==> src/rtl/id_ex_stage_pkg.sv <==
// rtl/id_ex_stage_pkg.sv - shared widths, FSM encodings and EX field bundle for the ID/EX stage
package id_ex_stage_pkg;

  localparam int XLEN    = 32;
  localparam int ALUOP_W = 4;

  localparam logic [ALUOP_W-1:0] ALUOP_NOP = '0;

  typedef enum logic {
    ST_RUN    = 1'b0,
    ST_BUBBLE = 1'b1
  } state_t;

  typedef struct packed {
    logic               valid;
    logic [XLEN-1:0]    pc;
    logic [XLEN-1:0]    rs1_data;
    logic [XLEN-1:0]    rs2_data;
    logic [XLEN-1:0]    imm;
    logic [4:0]         rs1;
    logic [4:0]         rs2;
    logic [4:0]         rd;
    logic [ALUOP_W-1:0] alu_op;
    logic               reg_write;
    logic               mem_read;
    logic               mem_write;
  } ex_fields_t;

  // Register indices of zero keep the forwarding unit from matching a bubble.
  function automatic ex_fields_t bubble_fields();
    ex_fields_t f;
    f        = '0;
    f.alu_op = ALUOP_NOP;
    return f;
  endfunction

endpackage

==> src/rtl/id_ex_stage_load_use_detect.sv <==
// rtl/id_ex_stage_load_use_detect.sv - combinational load-use hazard term between EX load and ID consumer
module load_use_detect (
  input  logic       valid_id,
  input  logic       valid_ex,
  input  logic       mem_read_ex,
  input  logic [4:0] rd_ex,
  input  logic [4:0] rs1_id,
  input  logic [4:0] rs2_id,
  input  logic       rs1_used_id,
  input  logic       rs2_used_id,
  output logic       hazard
);

  logic rs1_match;
  logic rs2_match;

  assign rs1_match = rs1_used_id & (rs1_id == rd_ex);
  assign rs2_match = rs2_used_id & (rs2_id == rd_ex);

  // x0 is never a real producer, so a load to x0 cannot cause a stall.
  assign hazard = valid_id & valid_ex & mem_read_ex & (rd_ex != 5'd0)
                & (rs1_match | rs2_match);

endmodule

==> src/rtl/id_ex_stage.sv <==
// rtl/id_ex_stage.sv - ID/EX pipeline register with load-use bubble insertion; ID_EX_PERF_CNT_EN adds bubble_cnt
module id_ex_stage
  import id_ex_stage_pkg::*;
(
  input  logic               clk,
  input  logic               rst_n,
  input  logic               valid_id,
  input  logic [XLEN-1:0]    pc_id,
  input  logic [XLEN-1:0]    rs1_data_id,
  input  logic [XLEN-1:0]    rs2_data_id,
  input  logic [XLEN-1:0]    imm_id,
  input  logic [4:0]         rs1_id,
  input  logic [4:0]         rs2_id,
  input  logic               rs1_used_id,
  input  logic               rs2_used_id,
  input  logic [4:0]         rd_id,
  input  logic [ALUOP_W-1:0] alu_op_id,
  input  logic               reg_write_id,
  input  logic               mem_read_id,
  input  logic               mem_write_id,
  input  logic               flush_ex,
  input  logic               stall_mem,
  output logic               stall_id,
  output logic               valid_ex,
  output logic [XLEN-1:0]    pc_ex,
  output logic [XLEN-1:0]    rs1_data_ex,
  output logic [XLEN-1:0]    rs2_data_ex,
  output logic [XLEN-1:0]    imm_ex,
  output logic [4:0]         rs1_ex,
  output logic [4:0]         rs2_ex,
  output logic [4:0]         rd_ex,
  output logic [ALUOP_W-1:0] alu_op_ex,
  output logic               reg_write_ex,
  output logic               mem_read_ex,
  output logic               mem_write_ex,
  output logic               bubble_ex
`ifdef ID_EX_PERF_CNT_EN
  ,
  output logic [31:0]        bubble_cnt
`endif
);

  ex_fields_t ex_q, ex_d;
  state_t     state_q, state_d;
  logic       hazard;
  logic       insert_bubble;

  load_use_detect u_load_use_detect (
    .valid_id    (valid_id),
    .valid_ex    (ex_q.valid),
    .mem_read_ex (ex_q.mem_read),
    .rd_ex       (ex_q.rd),
    .rs1_id      (rs1_id),
    .rs2_id      (rs2_id),
    .rs1_used_id (rs1_used_id),
    .rs2_used_id (rs2_used_id),
    .hazard      (hazard)
  );

  assign stall_id      = stall_mem | (hazard & ~flush_ex);
  assign insert_bubble = ~stall_mem & (flush_ex | hazard);

  always_ff @(posedge clk) begin
    if (!rst_n) begin
      ex_q    <= '0;
      state_q <= ST_RUN;
    end else begin
      ex_q    <= ex_d;
      state_q <= state_d;
    end
  end

  // A flush outranks the hazard, and only the hazard path marks the bubble.
  always_comb begin
    state_d = state_q;
    if (!stall_mem) begin
      if (hazard & ~flush_ex) state_d = ST_BUBBLE;
      else                    state_d = ST_RUN;
    end
  end

  always_comb begin
    ex_d = ex_q;
    if (!stall_mem) begin
      if (insert_bubble || !valid_id) begin
        ex_d = bubble_fields();
      end else begin
        ex_d.valid     = 1'b1;
        ex_d.pc        = pc_id;
        ex_d.rs1_data  = rs1_data_id;
        ex_d.rs2_data  = rs2_data_id;
        ex_d.imm       = imm_id;
        ex_d.rs1       = rs1_id;
        ex_d.rs2       = rs2_id;
        ex_d.rd        = rd_id;
        ex_d.alu_op    = alu_op_id;
        ex_d.reg_write = reg_write_id;
        ex_d.mem_read  = mem_read_id;
        ex_d.mem_write = mem_write_id;
      end
    end
  end

  always_comb begin
    bubble_ex = (state_q == ST_BUBBLE);
  end

  assign valid_ex     = ex_q.valid;
  assign pc_ex        = ex_q.pc;
  assign rs1_data_ex  = ex_q.rs1_data;
  assign rs2_data_ex  = ex_q.rs2_data;
  assign imm_ex       = ex_q.imm;
  assign rs1_ex       = ex_q.rs1;
  assign rs2_ex       = ex_q.rs2;
  assign rd_ex        = ex_q.rd;
  assign alu_op_ex    = ex_q.alu_op;
  assign reg_write_ex = ex_q.reg_write;
  assign mem_read_ex  = ex_q.mem_read;
  assign mem_write_ex = ex_q.mem_write;

`ifdef ID_EX_PERF_CNT_EN
  logic [31:0] bubble_cnt_q, bubble_cnt_d;

  always_comb begin
    bubble_cnt_d = bubble_cnt_q;
    if (insert_bubble) bubble_cnt_d = bubble_cnt_q + 32'd1;
  end

  always_ff @(posedge clk) begin
    if (!rst_n) bubble_cnt_q <= '0;
    else        bubble_cnt_q <= bubble_cnt_d;
  end

  assign bubble_cnt = bubble_cnt_q;
`endif

endmodule

==> config.mk <==
export PLATFORM = sky130hd
export DESIGN_NAME = id_ex_stage
export DESIGN_NICKNAME = d
export VERILOG_FILES = /design/src/rtl/id_ex_stage_pkg.sv /design/src/rtl/id_ex_stage_load_use_detect.sv /design/src/rtl/id_ex_stage.sv
export SDC_FILE = /design/constraint.sdc
export NUM_CORES = 1
export LEC_CHECK = 0
export BUFFER_PORTS_ARGS = -buffer_cell sky130_fd_sc_hd__buf_2
export CAP_MARGIN = 20
export CORE_MARGIN = 2
export CORE_UTILIZATION = 30
export DETAILED_ROUTE_END_ITERATION = 8
export GPL_TIMING_DRIVEN = 0
export HOLD_SLACK_MARGIN = 0.08
export PLACE_DENSITY_LB_ADDON = 0.15
export SLEW_MARGIN = 15
export SYNTH_ARGS = -nofsm -noshare
export SYNTH_HDL_FRONTEND = slang
export SYNTH_SLANG_ARGS = --single-unit
==> constraint.sdc <==
create_clock -name clk -period 2.8 [get_ports clk]
set_clock_uncertainty 0.15 [all_clocks]
set_input_delay 0.28 -clock clk [delete_from_list [all_inputs] [get_ports clk]]
set_output_delay 0.28 -clock clk [all_outputs]
set_load 0.005 [all_outputs]
; Word-level counts from Yosys, hierarchy flattened
; Cells that the tools add are included.
[totals]
ff_bits = 152
latch_bits = 0
mem_bits_rw = 0
rom_bits = 0
inputBits = 157
out_inout_bits = 153
elab_cells = 33
mem_count = 0
[op_classes]
add_sub_neg = 0
mul = 0
div_mod_pow = 0
magnitude_cmp = 0
n_eq_ne = 2
n_shift = 0
mux = 2
bitwise_logic = 13
n_reduce_logical = 3
[ops]
columns = op, count
row1 = $mux 151, 1
row2 = $eq 5x5->1, 2
row3 = $and 1x1->1, 8
row4 = $reduce_bool 5->1, 1
row5 = $or 1x1->1, 3
row6 = $not 1->1, 2
row7 = $logic_not 1->1, 1
row8 = $logic_or 1x1->1, 1
row9 = $mux 1, 1

; Depth between registers and ports, before layout
; Gate-level depths: netlist of run 1.
[logic_depth]
word_depth = 8
ltp_mapped = 7
depth_no_buf = 4

; Hierarchy
; From an unflattened synthesis of run 1, not the netlist that was laid out.
[unflattened]
hier_cells = 377
hier_area_um2 = 4962.3
[modules_own_cells]
columns = module, n_inst, cells_each, area_each_um2, seq_area_each_um2
row1 = id_ex_stage, 1, 360, 4830.9, 3042.9
row2 = load_use_detect, 1, 17, 131.4, 0.0

; Worst setup path after synthesis of run 1
; No wires, ideal clock.
[synth_timing]
path_type = register to output
start = register ex_q, in the netlist rd_ex[0]
end = output port stall_id
arrival_ps = 1529
t_required_ps = 2370
path_slack_ps = 841
stages_incl_launch_ff = 6
n_path_buf = 1
path_cell_list = dfxtp_1 > or4_4 > o21ai_4 > buf_2 > nor2_1 > a21o_1
[synth_via]
elab_chain_len = 6
elab_cells_between_ends = 10
cone_classes = eq/ne (2) / bitwise (7) / reduce/logical (1)
[synth_lines]
columns = item, line
row1 = "start, declared", id_ex_stage.sv:43  ; ex_fields_t ex_q, ex_d;
row2 = "start signal, assigned", id_ex_stage.sv:65  ; ex_q <= '0;
row3 = "start signal, assigned", id_ex_stage.sv:68  ; ex_q <= ex_d;
row4 = "$eq 5x5->1, on equally long branches", "id_ex_stage_load_use_detect.sv:17, id_ex_stage_load_use_detect.sv:18"
row5 = "$and 1x1->1, on equally long branches", "id_ex_stage_load_use_detect.sv:17, id_ex_stage_load_use_detect.sv:18"
row6 = $or 1x1->1, id_ex_stage_load_use_detect.sv:22  ; & (rs1_match | rs2_match);
row7 = $and 1x1->1 (*), id_ex_stage_load_use_detect.sv:22
row8 = $and 1x1->1 (*), id_ex_stage.sv:60  ; assign stall_id = stall_mem | (hazard & ~flush_ex);
row9 = $or 1x1->1 (*), id_ex_stage.sv:60
row10 = "end, declared", id_ex_stage.sv:23  ; output logic stall_id,
; Every way passes the cells marked *; elsewhere a longest branch is shown, timed or not.

; Final worst setup path of run 1
[layout_timing]
start = register ex_q, in the netlist rd_ex[4]
end = output port stall_id
; Same word-level chain as after synthesis.

==> flow_metrics.py, run 1 <==
metrics = {
    "timing": {
        "finalCritPeriodShare_pct": 92.7,
        "grt_setup_unrepaired": "no",
        "slew_violations": 0,
        "tightest_slew_ps": 748,
        "max_slew_margin_pct": 50.1,
        "max_freq_ghz": 0.385,
        "setup_ws_ps": 203,
        "min_period_ps": 2600,
        "timing.setup.tns_ps": 0,
        "hold_viol_final": 0,
        "setup_viol": 0,
    },
    "floorplanning": {
        "core-area_um2": 22800,
        "die_area_um2": 24600,
        "dieWidth_um": 157,
        "initial_core_util_pct": 30.8,
        "rows": 55,
        "boundaryPins": 310,
        "chipHeight_um": 157,
    },
    "clock_network": {
        "clockBufferDepth": 2,
        "cts_tree": "done",
        "cts.sinks": 152,
        "cts_buffers": 17,
        "path_clk_slew_ps": 60,
        "h-tree-depth": 4,
        "cts-root-buf": "clkbuf_16",
        "insertion_delay_ps": 420,
    },
    "place": {
        "io_buffer_count": 308,
        "dp_cells": 1483,
        "hpwlAfterDp_um": 17600,
        "place.gp.congestion": 0.798,
        "pre_cts_ws_ps": 123,
    },
    "logic_synthesis": {
        "yosysWarnings": 0,
        "netlist_area_um2": 7010,
        "synth-seq-cells": 152,
        "syn_nets": 1019,
        "postSynthAreaPerCell_um2": 8.13,
        "yosys.cell_types.count": 23,
        "ys_seq_area_share_pct": 43.4,
        "netlist_instances": 862,
    },
    "detailed_routing": {
        "vias": 7832,
        "drc": 0,
        "drt-total-wl_um": 25400,
        "dr.pass1.iters": 4,
        "viasPerCell": 4.70,
        "ant_nets": 0,
        "wl_per_cell_um": 15.2,
        "drt_iter0_drc": 417,
    },
    "layout": {
        "n_fill_cell": 2270,
        "layout_commonest_cell": "buf_2",
        "ff_latch_area_um2": 3040,
        "final_cell_mix": "327 x buf_2, 152 x nand2_1, 152 x dfxtp_1",
        "final_cells": 1668,
        "area_growth_pct": 57.7,
        "fin_util_pct": 48.5,
        "multi_input_area_um2": 3610,
        "nNetsFinal": 1497,
        "drive_above_1_share_pct": 27.4,
    },
    "power_and_ir_drop": {
        "power_leakage_nw": 4.49,
        "fin_total_pwr_w": 0.00537,
        "vdd_drop_max_v": 0.000336,
        "power_density_nw_per_um2": 486,
    },
    "grt": {
        "grt_pass1_wl_um": 39600,
        "grt_max_degree": 19,
        "antenna_found_initial": 2,
        "grt_pass1_vias": 7599,
        "grt_use_total_pct": 20.3,
        "overflow": 0,
    },
    "critical_path": {
        "critical-path-slowest-cell": "o22ai_4",
        "crit_arrival_ps": 2170,
        "crit_fanout": 18,
        "crit_required_ps": 2370,
        "critical_path_class": "flip-flop to primary output",
        "max_stage_delay_ps": 590,
        "crit_path_start_kind": "flip-flop",
        "crit_path_cell_trace": "xnor2_1 > nand4_1 > o22ai_4 > a21o_1 > buf_2",
        "worstSetupEndpointType": "primary output",
        "r2r_cells": 6,
    },
    "min_path": {
        "hp-class": "input port to flip-flop",
        "holdPathStages": 3,
    },
    "run_status": {
        "status": "completed",
    },
    "run": {
        "maxCapViolations": 0,
    },
}
-- cells in the mapped netlist --
library cell	instances	area (um^2)
a21o_1	1	7.51
a21oi_1	1	5.00
a32o_1	1	10.0
and2_1	2	12.5
and3_1	1	6.26
buf_2	19	95.1
buf_4	7	52.6
buf_6	1	11.3
clkbuf_1	55	206
dfxtp_1	152	3040
nand2_1	152	571
nand2b_1	150	938
nand3_1	150	751
nand4_1	2	12.5
nor2_1	2	7.51
nor3b_2	1	12.5
nor4b_1	1	8.76
o211ai_1	150	1130
o21ai_0	1	5.00
o21ai_4	1	16.3
o22ai_2	1	12.5
or4_4	1	11.3
xnor2_1	10	87.6
-- flip-flops by register name, summed over array words and instances, names as in the netlist --
name,count
imm_ex,32
pc_ex,32
rs1_data_ex,32
rs2_data_ex,32
rd_ex,5
rs1_ex,5
rs2_ex,5
alu_op_ex,4
bubble_ex,1
mem_read_ex,1
mem_write_ex,1
reg_write_ex,1
valid_ex,1
-- metal layers --
metal,vias to the layer above,global-route usage (%),wire length [um]
li1,3988,-,-
met1,3584,25.2,11200
met2,234,34.7,12200
met3,26,5.59,1510
met4,0,5.42,459
met5,-,0,0
-- worst paths after layout --
| kind | start | endpoint | slack [ps] |
|---|---|---|---|
| worst min register to register | rs2_data_ex[10]$_SDFFE_PN0N_ | rs2_data_ex[10]$_SDFFE_PN0N_ | 310 |
| worst max-delay path | rd_ex[4]$_SDFFE_PN0N_ | stall_id | 200 |
| worst min-delay path | flush_ex | bubble_ex$_SDFFE_PN0N_ | 120 |
| worst max register to register | rd_ex[4]$_SDFFE_PN0N_ | rs1_data_ex[25]$_SDFFE_PN0N_ | 290 |
-- logic make-up after synthesis --
logic type	Yosys count	share of synthesized area, %
AOI/OAI and AO/OA	156	16.9
xor gates and xnor gates	10	1.25
buffers and inverters	82	5.21
DFF	152	43.4
and+or+nand+nor	462	33.3
-- metrics by stage --
step | hold slack, ps | cell area [um^2]
floorplan | 284 | 7010
global placement | 297 | 8940
detailed placement | 304 | 8940
CTS | 103 | 11100
global route | 132 | 11100
finish | 123 | 11100
-- final cells by class --
type | instances | share of cell area, %
antenna | 2 | 0.0453
buffer | 81 | 3.27
clock buffer | 19 | 4.01
clock inverter | 13 | 1.30
multi-input combinational | 628 | 32.6
sequential | 152 | 27.5
tap | 313 | 3.54
timing repair buffer | 460 | 27.7
-- timing repair --
item / 4_1_cts / 5_1_grt
endpoints found under the hold margin: 151 / 0
hold buffers: 151 / 0
buffers inserted: 1 / 0
setup endpoints to repair: 1 / 0
gates resized for setup: 1 / 0
-- critical path: cells and delay by family (launching register included) --
family	cells	cell delay (ps)
buffers and inverters	1	120
DFF	1	510
and+or+nand+nor	1	170
AOI/OAI and AO/OA	2	780
xor gates and xnor gates	1	170
-- power breakdown --
group / total (W) / switching [W] / internal [W]
combinational: 0.000715 / 0.000328 / 0.000387
sequential: 0.00232 / 0.0000557 / 0.00227
clock: 0.00233 / 0.000986 / 0.00135
total: 0.00537 / 0.00137 / 0.00400
(Power assumes the default switching activity.)
==> run 2, diff against run 1 <==
- CORE_ASPECT_RATIO: unset -> 0.9
- GPL_ROUTABILITY_DRIVEN: unset -> 0
==> run 2 against run 1 <==
Compared with the run above:
- power fell by 1.8%
- clock power down 4%
- first-iteration DRC count up 20%
- flip-flop and latch count stayed put
- non-clock buffer count did not move
- global-route usage grew 0.14 points
- critical path depth up 2
- sequential power about the same
- register-to-register slack worse by 60 ps
- largest cell class unchanged
- worst setup slack got worse by 26 ps
- maximum frequency fell by 1.0%
- combinational power grew 1%
==> flow_metrics.py, run 2 (synthesis gave the netlist of run 1 again) <==
metrics = {
    "run_status": {
        "status": "completed",
    },
    "critical_path": {
        "critical-path-slowest-cell": "o22ai_4",
        "crit_path_start_kind": "input port",
        "startpoint": "rs1_id[4]",
        "reg2reg_from": "rd_ex[4]$_SDFFE_PN0N_",
        "crit_path_cell_trace": "dlygate4sd3_1 > buf_2 > xnor2_1 > nand4_1 > o22ai_4 > a21o_1 > buf_2",
        "max_stage_delay_ps": 600,
        "crit_arrival_ps": 2190,
        "crit_top_cell": "buf_2",
        "critical_path_class": "input port to primary output",
        "timing.rr.end": "rs1_data_ex[19]$_SDFFE_PN0N_",
        "worstSetupEndpointType": "primary output",
        "reg2reg_slack_ps": 230,
        "r2r_cells": 6,
        "crit_fanout": 18,
        "crit_required_ps": 2370,
    },
    "clock_network": {
        "cts_buffers": 17,
        "path_clk_slew_ps": 60,
        "cts-root-buf": "clkbuf_16",
        "h-tree-depth": 4,
        "cts.sinks": 152,
        "insertion_delay_ps": 410,
        "cts_tree": "done",
        "clockBufferDepth": 2,
    },
    "min_path": {
        "hold_end": "bubble_ex$_SDFFE_PN0N_",
        "hp-start": "flush_ex",
        "holdPathStages": 3,
        "hp-class": "input port to flip-flop",
    },
    "layout": {
        "final_cell_mix": "327 x buf_2, 152 x nand2_1, 152 x dfxtp_1",
        "nNetsFinal": 1497,
        "fin_util_pct": 47.6,
        "area_growth_pct": 57.3,
        "layout_commonest_cell": "buf_2",
        "drive_above_1_share_pct": 27.6,
    },
    "timing": {
        "min_period_ps": 2620,
        "max_freq_ghz": 0.381,
        "hold_viol_final": 0,
        "slew_violations": 0,
        "grt_setup_unrepaired": "no",
        "max_slew_margin_pct": 53.3,
        "setup_ws_ps": 177,
        "tightest_slew_ps": 701,
        "timing.setup.tns_ps": 0,
        "setup_viol": 0,
        "finalCritPeriodShare_pct": 93.7,
    },
    "place": {
        "pre_cts_ws_ps": 80.9,
        "hpwlAfterDp_um": 17700,
        "io_buffer_count": 308,
    },
    "detailed_routing": {
        "drt-total-wl_um": 25800,
        "drt_iter0_drc": 500,
        "viasPerCell": 4.81,
        "drc": 0,
        "vias": 7969,
        "wl_per_cell_um": 15.6,
        "dr.pass1.iters": 5,
        "ant_nets": 0,
    },
    "power_and_ir_drop": {
        "power_leakage_nw": 4.47,
        "vdd_drop_max_v": 0.000408,
        "fin_total_pwr_w": 0.00527,
        "power_density_nw_per_um2": 478,
    },
    "floorplanning": {
        "initial_core_util_pct": 30.3,
        "core-area_um2": 23100,
        "chipHeight_um": 149,
        "rows": 53,
        "die_area_um2": 24600,
        "boundaryPins": 310,
        "dieWidth_um": 165,
    },
    "grt": {
        "grt_use_total_pct": 20.5,
        "grt_max_degree": 19,
        "grt_pass1_wl_um": 40100,
        "antenna_found_initial": 1,
        "overflow": 0,
        "grt_pass1_vias": 7732,
    },
    "run": {
        "maxCapViolations": 0,
    },
}
## run 2: metal layers
metal | track usage (%) | wire length, um
met3 | 5.28 | 1590
met4 | 7.87 | 803
met1 | 27.1 | 11800
met2 | 31.9 | 11600
met5 | 0 | 0
## run 2: how the worst max path moves through the flow
stage / end / slack, ps
after floorplan: stall_id / 840
after global placement: rs1_data_ex[19]$_SDFFE_PN0N_ / 100
after detailed placement: rs1_data_ex[14]$_SDFFE_PN0N_ / 80
after CTS: rs1_data_ex[23]$_SDFFE_PN0N_ / 110
after global routing: stall_id / 50
final: stall_id / 180
## run 2: cell type report
type	instances	area, um^2
multi-input combinational	628	3610
clock inverter	13	113
clock buffer	19	453
buffer	81	363
fill	2353	12100
antenna	1	2.50
timing repair buffer	460	3060
sequential	152	3040
tap	302	378
## run 2: power breakdown
| group | switching (W) | internal, W | total (W) |
|---|---|---|---|
| combinational | 0.000334 | 0.000388 | 0.000723 |
| sequential | 0.0000559 | 0.00226 | 0.00232 |
| clock | 0.00102 | 0.00121 | 0.00223 |
| total | 0.00141 | 0.00386 | 0.00527 |
## run 2: critical path, delay by kind of cell
family,cells,cell delay [ps]
buffers and inverters,3,800
AO/OA/AOI/OAI,2,790
AND/OR/NAND/NOR,1,170
XOR/XNOR,1,130
## run 2: per-stage QoR
stage	instances	area [um^2]	hold slack (ps)
after floorplan	862	7010	284
after global placement	1472	8930	299
after detailed placement	1472	8930	304
after CTS	1655	11000	109
after global routing	1656	11000	159
final	1656	11000	151
## run 2: what timing repair did
| item | in CTS | in global routing |
|---|---|---|
| gates resized for setup | 1 | 3 |
| endpoints found under the hold margin | 151 | 0 |
| hold buffers | 151 | 0 |
| setup endpoints to repair | 1 | 17 |
| pin swaps | 1 | 0 |
| setup buffers | 1 | 0 |
